File: config.mk
export PLATFORM = sky130hd
export DESIGN_NAME = ip_codma_read_machine_flat
export DESIGN_NICKNAME = d
export VERILOG_FILES = /design/src/rtl/ip_codma_read_machine_if.sv /design/src/rtl/ip_codma_read_machine.sv /design/src/flat_wrapper.sv
export SDC_FILE = /design/constraint.sdc
export NUM_CORES = 1
export LEC_CHECK = 0
export BUFFER_PORTS_ARGS = -buffer_cell sky130_fd_sc_hd__buf_2
export CAP_MARGIN = 10
export CORE_MARGIN = 2
export CORE_UTILIZATION = 25
export CTS_BUF_LIST = sky130_fd_sc_hd__clkbuf_16
export DETAILED_ROUTE_END_ITERATION = 12
export HOLD_SLACK_MARGIN = 0.12
export SKIP_LAST_GASP = 1
export SLEW_MARGIN = 10
export SYNTH_ARGS = -nofsm -noshare
export SYNTH_HDL_FRONTEND = slang
export SYNTH_SLANG_ARGS = --single-unit
File: constraint.sdc
create_clock -name clk_i -period 2.23 [get_ports clk_i]
set_input_delay 0.5575 -clock clk_i [delete_from_list [all_inputs] [get_ports clk_i]]
set_output_delay 0.5575 -clock clk_i [all_outputs]
set_load 0.02 [all_outputs]
File: src/rtl/ip_codma_read_machine_if.sv
// System-bus read port of the CODMA read machine.
// master: the read machine (requests, address, size); slave: arbiter/memory side.
interface ip_codma_read_machine_if #(
    parameter int DATA_W = 64
);
    logic              bus_req;
    logic              bus_read;
    logic [31:0]       bus_addr;
    logic [3:0]        bus_size;
    logic              bus_grant;
    logic              bus_valid;
    logic [DATA_W-1:0] bus_data;
    logic              bus_error;

    modport master (
        output bus_req, bus_read, bus_addr, bus_size,
        input  bus_grant, bus_valid, bus_data, bus_error
    );

    modport slave (
        input  bus_req, bus_read, bus_addr, bus_size,
        output bus_grant, bus_valid, bus_data, bus_error
    );
endinterface

File: src/rtl/ip_codma_read_machine.sv
// CODMA read machine: arbitrates for the system bus, issues one 1/2/4-beat
// burst read and unpacks each 64-bit beat into an 8 x 32-bit word buffer.
//
// state      | meaning
// -----------+-----------------------------------------------------------
// RD_IDLE    | waiting for need_read_i; illegal size gives an error pulse
// RD_ASK     | bus_req asserted, waiting for bus_grant
// RD_GRANTED | read strobe asserted, collecting beats until burst total
// RD_UNUSED  | illegal encoding; flags rd_state_error_o, returns to idle
module ip_codma_read_machine #(
    parameter int BUF_WORDS = 8,
    parameter int DATA_W    = 64
) (
    input  logic                      clk_i,
    input  logic                      reset_i,
    input  logic                      need_read_i,
    input  logic [31:0]               addr_i,
    input  logic [3:0]                size_i,
    input  logic                      stop_i,
    ip_codma_read_machine_if.master   bus,
    output logic [32*BUF_WORDS-1:0]   rd_buf_o,
    output logic [7:0]                word_count_rd_o,
    output logic                      rd_done_o,
    output logic                      rd_error_o,
    output logic                      rd_state_error_o,
    output logic                      rd_busy_o
);

    localparam int IDX_W = $clog2(BUF_WORDS);

    typedef enum logic [1:0] {
        RD_IDLE    = 2'd0,
        RD_ASK     = 2'd1,
        RD_GRANTED = 2'd2,
        RD_UNUSED  = 2'd3
    } state_t;

    // Plain vector so an illegal encoding can be represented and recovered from.
    logic [1:0]        state_q;
    logic [31:0]       word_buf_q [BUF_WORDS];
    logic [DATA_W-1:0] beat;
    logic [IDX_W-1:0]  wr_idx_lo;
    logic [IDX_W-1:0]  wr_idx_hi;

    function automatic logic size_legal(input logic [3:0] s);
        return (s == 4'd3) || (s == 4'd8) || (s == 4'd9);
    endfunction

    function automatic logic [7:0] burst_words(input logic [3:0] s);
        case (s)
            4'd3:    return 8'd2;
            4'd8:    return 8'd4;
            4'd9:    return 8'd8;
            default: return 8'd0;
        endcase
    endfunction

    assign beat = bus.bus_data;

    // Count is always even, so the upper word lands at count with bit 0 set.
    assign wr_idx_lo = word_count_rd_o[IDX_W-1:0];
    assign wr_idx_hi = {wr_idx_lo[IDX_W-1:1], 1'b1};

    // Flatten the word buffer onto the output bus, word n at bits [32n+31:32n].
    for (genvar g = 0; g < BUF_WORDS; g++) begin : g_flat
        assign rd_buf_o[32*g +: 32] = word_buf_q[g];
    end

    // Read-machine FSM with registered bus handshake and status outputs.
    always_ff @(posedge clk_i) begin
        rd_done_o  <= 1'b0;
        rd_error_o <= 1'b0;
        if (reset_i) begin
            state_q          <= RD_IDLE;
            bus.bus_req      <= 1'b0;
            bus.bus_read     <= 1'b0;
            bus.bus_addr     <= '0;
            bus.bus_size     <= '0;
            word_count_rd_o  <= '0;
            rd_state_error_o <= 1'b0;
            rd_busy_o        <= 1'b0;
            for (int i = 0; i < BUF_WORDS; i++) begin
                word_buf_q[i] <= '0;
            end
        end else if (bus.bus_error && (state_q != RD_IDLE)) begin
            // Any beat presented alongside the error is dropped.
            state_q      <= RD_IDLE;
            bus.bus_req  <= 1'b0;
            bus.bus_read <= 1'b0;
            rd_busy_o    <= 1'b0;
            rd_error_o   <= 1'b1;
        end else if (stop_i) begin
            // Abort keeps the partial buffer and count for inspection.
            state_q      <= RD_IDLE;
            bus.bus_req  <= 1'b0;
            bus.bus_read <= 1'b0;
            rd_busy_o    <= 1'b0;
        end else begin
            case (state_q)
                RD_IDLE: begin
                    if (need_read_i) begin
                        if (size_legal(size_i)) begin
                            state_q         <= RD_ASK;
                            bus.bus_addr    <= addr_i;
                            bus.bus_size    <= size_i;
                            bus.bus_req     <= 1'b1;
                            word_count_rd_o <= '0;
                            rd_busy_o       <= 1'b1;
                        end else begin
                            rd_error_o <= 1'b1;
                        end
                    end
                end
                RD_ASK: begin
                    if (bus.bus_grant) begin
                        state_q      <= RD_GRANTED;
                        bus.bus_read <= 1'b1;
                    end
                end
                RD_GRANTED: begin
                    if (bus.bus_valid) begin
                        word_buf_q[wr_idx_lo] <= beat[31:0];
                        word_buf_q[wr_idx_hi] <= beat[DATA_W-1:32];
                        word_count_rd_o       <= word_count_rd_o + 8'd2;
                        if ((word_count_rd_o + 8'd2) == burst_words(bus.bus_size)) begin
                            state_q      <= RD_IDLE;
                            bus.bus_req  <= 1'b0;
                            bus.bus_read <= 1'b0;
                            rd_busy_o    <= 1'b0;
                            rd_done_o    <= 1'b1;
                        end
                    end
                end
                default: begin
                    state_q          <= RD_IDLE;
                    rd_state_error_o <= 1'b1;
                    bus.bus_req      <= 1'b0;
                    bus.bus_read     <= 1'b0;
                    rd_busy_o        <= 1'b0;
                end
            endcase
        end
    end

endmodule

File: src/flat_wrapper.sv
// flat-port wrapper written by rule: the top's interface ports become plain ports
module ip_codma_read_machine_flat 
#(
    parameter int BUF_WORDS = 8,
    parameter int DATA_W    = 64
)
  (clk_i, reset_i, need_read_i, addr_i, size_i, stop_i, rd_buf_o, word_count_rd_o, rd_done_o, rd_error_o, rd_state_error_o, rd_busy_o, bus_bus_req, bus_bus_read, bus_bus_addr, bus_bus_size, bus_bus_grant, bus_bus_valid, bus_bus_data, bus_bus_error);
  ip_codma_read_machine_if #(.DATA_W(DATA_W)) bus_i ();
  input  logic clk_i;
  input  logic reset_i;
  input  logic need_read_i;
  input  logic [31:0] addr_i;
  input  logic [3:0] size_i;
  input  logic stop_i;
  output logic [32*BUF_WORDS-1:0] rd_buf_o;
  output logic [7:0] word_count_rd_o;
  output logic rd_done_o;
  output logic rd_error_o;
  output logic rd_state_error_o;
  output logic rd_busy_o;
  output wire logic [$bits(bus_i.bus_req)-1:0] bus_bus_req;
  output wire logic [$bits(bus_i.bus_read)-1:0] bus_bus_read;
  output wire logic [$bits(bus_i.bus_addr)-1:0] bus_bus_addr;
  output wire logic [$bits(bus_i.bus_size)-1:0] bus_bus_size;
  input wire logic [$bits(bus_i.bus_grant)-1:0] bus_bus_grant;
  input wire logic [$bits(bus_i.bus_valid)-1:0] bus_bus_valid;
  input wire logic [$bits(bus_i.bus_data)-1:0] bus_bus_data;
  input wire logic [$bits(bus_i.bus_error)-1:0] bus_bus_error;
  assign bus_bus_req = bus_i.bus_req;
  assign bus_bus_read = bus_i.bus_read;
  assign bus_bus_addr = bus_i.bus_addr;
  assign bus_bus_size = bus_i.bus_size;
  assign bus_i.bus_grant = bus_bus_grant;
  assign bus_i.bus_valid = bus_bus_valid;
  assign bus_i.bus_data = bus_bus_data;
  assign bus_i.bus_error = bus_bus_error;
  ip_codma_read_machine #(.BUF_WORDS(BUF_WORDS), .DATA_W(DATA_W)) u_core (.clk_i(clk_i), .reset_i(reset_i), .need_read_i(need_read_i), .addr_i(addr_i), .size_i(size_i), .stop_i(stop_i), .bus(bus_i), .rd_buf_o(rd_buf_o), .word_count_rd_o(word_count_rd_o), .rd_done_o(rd_done_o), .rd_error_o(rd_error_o), .rd_state_error_o(rd_state_error_o), .rd_busy_o(rd_busy_o));
endmodule
* After elaboration in Yosys (flattened, before gate mapping)
Memories as Yosys holds them, arrays and structs flattened.
Index checks and enable logic that the tools add are counted.
** Word-level totals
- RAM bits :: 256
- Register bits :: 51
- Word-level logic and storage cells :: 92
- Output and inout port bits :: 306
- Memories :: 1
** Operators by class
- Equal/unequal tests :: 14
- Bitwise operators :: 7
- $add $sub $neg :: 1
- Reductions and logical operators :: 17
- Mux-type cells :: 43
** Memory list
- u_core.word_buf_q :: depth 8, bits a word 32, read ports 8, clocked after Yosys merged registers in 0, wr ports 8, RTL line ip_codma_read_machine.sv:40 : logic [31:0] word_buf_q [BUF_WORDS];
** Operators by type and width (count)
- 32-bit 2-to-1 mux :: 2
- 8-bit 2-to-1 mux :: 8
- 32-bit OR reduction :: 2
- 1-bit 2-to-1 mux :: 21
- 4-bit equality test, second input constant :: 4
- 8-bit case mux with 2 select lines :: 1
- 5-bit AND reduction :: 3
- 4-bit case mux with 3 select lines :: 1
- 2-bit 2-to-1 mux :: 5
- 8-bit by 2-bit adder with 8-bit output, second input constant :: 1
- 4-bit by 2-bit equality test with 1-bit output, second input constant :: 2
- 8-bit equality test :: 1
- 1-bit inverter :: 7
- 3-bit 2-to-1 mux :: 2
- 2-bit inequality test, second input constant :: 3
- 1-bit case mux with 3 select lines :: 2
- 2-bit case mux with 3 select lines :: 1
- 6-bit AND reduction :: 1
- 3-bit OR reduction :: 2
- 5-bit OR reduction :: 1
- 2-bit by 1-bit inequality test with 1-bit output, second input constant :: 2
- 4-bit AND reduction :: 1
- 2-bit nonzero test :: 2
- 3-bit AND reduction :: 1
- 5 further kinds :: 6

* Logic depth before layout (Yosys ltp)
- Depth in word-level cells :: 11
- Mapped depth :: 7
- Gate-level depth less buffers :: 6

* Worst setup path after synthesis
OpenSTA, ideal clock, no wires.
- Path kind :: reg2reg
- Start :: register u_core.word_count_rd_o[1]
- End :: memory u_core.word_buf_q[7][0] (enable)
- Arrival :: 2.000 ns
- Stages on the path, launching flop included :: 5
- Path slack :: -0.158 ns
- Setup time :: 0.388 ns
- Cell sequence :: dfxtp_1 ha_1 clkbuf_1 clkbuf_1 a21o_1
** RTL lines
- start: declaration :: RTL line ip_codma_read_machine.sv:22 : output logic [7:0] word_count_rd_o,
- start signal: assignment :: RTL line ip_codma_read_machine.sv:124 : word_count_rd_o <= word_count_rd_o + 8'd2;
- end: declaration :: RTL line ip_codma_read_machine.sv:40

==> impl_metrics.ini <==
[critical_path]
criticalPathCategory = reg2reg
r2r_slack_ns = 0.22
crit_path_end_kind = flop
path_max_fanout = 90
r2r_cells = 5
arrival_ns = 2.39
startpoint_type = flop
cp.required_ns = 2.61

[finish]
syn_to_final_growth_pct = 34.76
register_area_sq_mm = 0.008688
fin_area_sq_mm = 0.01582
fillCellCount = 4619
multi_input_area_sq_mm = 0.002753
drive_above_1_share_pct = 40.41
fin_util_pct = 34.06
layout.nets = 1370

[placement]
dpl.hpwl_mm = 24.56
port_buffers = 411
gp_congestion = 0.7831
postPlaceCellArea_sq_mm = 0.01479

[grt]
grt_pass1_wl_mm = 51.65
grt_usage_pct = 14.07
grt_overflow = 0
grt_pass1_vias = 8359
grt_max_degree = 91
antenna_found_initial = 4

[sta]
hold_violations = 0
rsz0062_at_grt = false
setup_viol = 0
hold_ws_ns = 0.2671
skew_ns = 0.01394
fin_crit_sh_pct = 90.20
layout_min_cycle_time_ns = 2.012
finalMaxSlewViolations = 0
fmax_mhz = 497.1
setup-tns-final_ns = 0

[drt]
highest_layer = met5
m1WireLength_mm = 14.58
first_iter_violations = 595
wl_per_cell_um = 18.91
wl_met2_mm = 17.47
vias_per_cell = 4.537
drt_wl_total_mm = 35.75
met3_length_mm = 2.789
vias = 8579
drc_errors = 0
ant_nets = 0
dr.pass1.iters = 5

[die]
die-height_um = 220.7
pin_count = 413
dieArea_sq_mm = 0.04872
start_util_pct = 25.27
core_area_sq_mm = 0.04646
row_count = 79
die_width_um = 220.7

[pwr]
p_leak_uw = 0.007575
power.density_mw_per_mm2 = 783.7
irDropWorstVdd_v = 0.0005194
power_uw = 12400

[logic_synthesis]
synth_area_sq_mm = 0.01174
synthFlopType = edfxtp_1
synth_fp_nets = 955
synth_xor_area_share_pct = 0.2984
ys_async_sr_fraction_pct = 0
muxShareOfSynthArea_pct = 0.08525
synth.top_cells.by_count = 258 x and3_1, 256 x edfxtp_1, 77 x nand2_1, 59 x clkbuf_1, 50 x dfxtp_1
yosysUniqueCellTypes = 50
synth_top_family_by_area = simple AND/OR/NAND/NOR gates
synth-adder-area-share_pct = 0.5328
ys_ff_latch = 306
yosys.area_share.simple_pct = 18.62
seq_area_frac_synth_pct = 74.00
synth_compound_area_share_pct = 3.549
yosys.area.top_type_share_pct = 65.47
yosysWarnings = 0
synth_most_common_cell = and3_1
syn-instance-count = 843
ys_top_cells_by_area = edfxtp_1 65%, and3_1 14%, dfxtp_1 8.5%, nand2_1 2.5%, clkbuf_1 1.9%
synth_top_cell_by_area = edfxtp_1
synth_edf_count = 256
syn_avg_cell_area_sq_um = 13.93

[clock_tree]
postCtsSetupBuffers = 0
post_cts_resized = 0
cts_tree = yes
cts.path.max_buffers = 3
postCtsHoldBufs = 0
numCtsBuffers = 34
clockRootBuffer = clkbuf_16
clock_latency_ns = 0.53
cts.clk_slew.worst_paths_ns = 0.06
htreeDepth = 2
clock_sinks = 306

[worst_hold_path]
holdPathStages = 2
hold_path.class = in2reg

[outcome]
status = finished, final reports clean

[job]
max-cap-violations = 0
critical path, stage by stage, from the launching register on:
cell and delay [ns]:
dfxtp_1 0.40, and2b_1 0.33, nand3_2 0.13, nor2_4 0.41, buf_12 0.33, and3_1 0.21
final cells by class:
class,count,share of cell area (%)
Sequential cell,306,54.91
Multi-Input combinational cell,460,17.40
Timing Repair Buffer,453,16.34
Clock buffer,35,5.535
Tap cell,607,4.800
Clock inverter,25,0.9173
Inverter,3,0.07117
Antenna cell,2,0.03163
registers in the layout, summed over array words and instances (netlist names):
register,cells
u_core.bus.bus_req,1
u_core.word_buf_q,256
u_core.bus.bus_addr,32
u_core.state_q,2
u_core.rd_error_o,1
u_core.bus.bus_size,4
u_core.bus.bus_read,1
u_core.rd_done_o,1
u_core.rd_state_error_o,1
u_core.word_count_rd_o,7
cells in the final DEF (no fill, tap or decap), types with 3 or more instances in the layout:
master,instances
buf_12,17
clkinv_1,5
nor2_1,13
nand3b_1,3
ha_2,3
a21oi_1,40
nor3b_1,3
clkbuf_16,35
buf_2,411
inv_1,11
nand2_1,77
clkinv_2,7
and3_1,258
dfxtp_1,50
o21ai_0,5
nor3_1,3
nand3_1,6
edfxtp_1,256
buf_4,25
a21o_2,8
power breakdown:
part           leakage (uW)  total, uW  switching, uW  internal [uW]
clock network      0.000537       5190           2230           2960
registers           0.00305       6390           53.5           6340
logic               0.00399        815            557            259
total               0.00758      12400           2840           9560
kinds of logic after synthesis:
group	count (synthesis)
buf+inv	77
other cells	1
mux	1
compound gates	69
simple gates	380
xor+xnor	4
fa+ha+maj	5
flops	306
per-stage QoR:
stage,cells,setup WS [ns]
floorplan,843,0.1041
global placement,1829,0.04987
detailed placement,1829,0.02056
CTS,1889,0.08904
global route,1889,0.006088
finish,1891,0.2184
final timing paths:
check,startpoint,to
worst max-delay path,u_core.state_q[0],u_core.word_buf_q[4][19]
worst min-delay path,size_i[1],u_core.bus.bus_size[3]
worst max register to register,u_core.state_q[0],u_core.word_buf_q[4][19]
worst min register to register,u_core.bus.bus_addr[7],u_core.bus.bus_addr[7]
layer usage:
metal | global-route usage (%) | vias up
met3 | 4.357 | 66
met2 | 23.21 | 340
met5 | 0 | -
met4 | 4.689 | 6
met1 | 17.50 | 4205
li1 | - | 3962
Note: power is estimated with default switching activity, not from simulation.
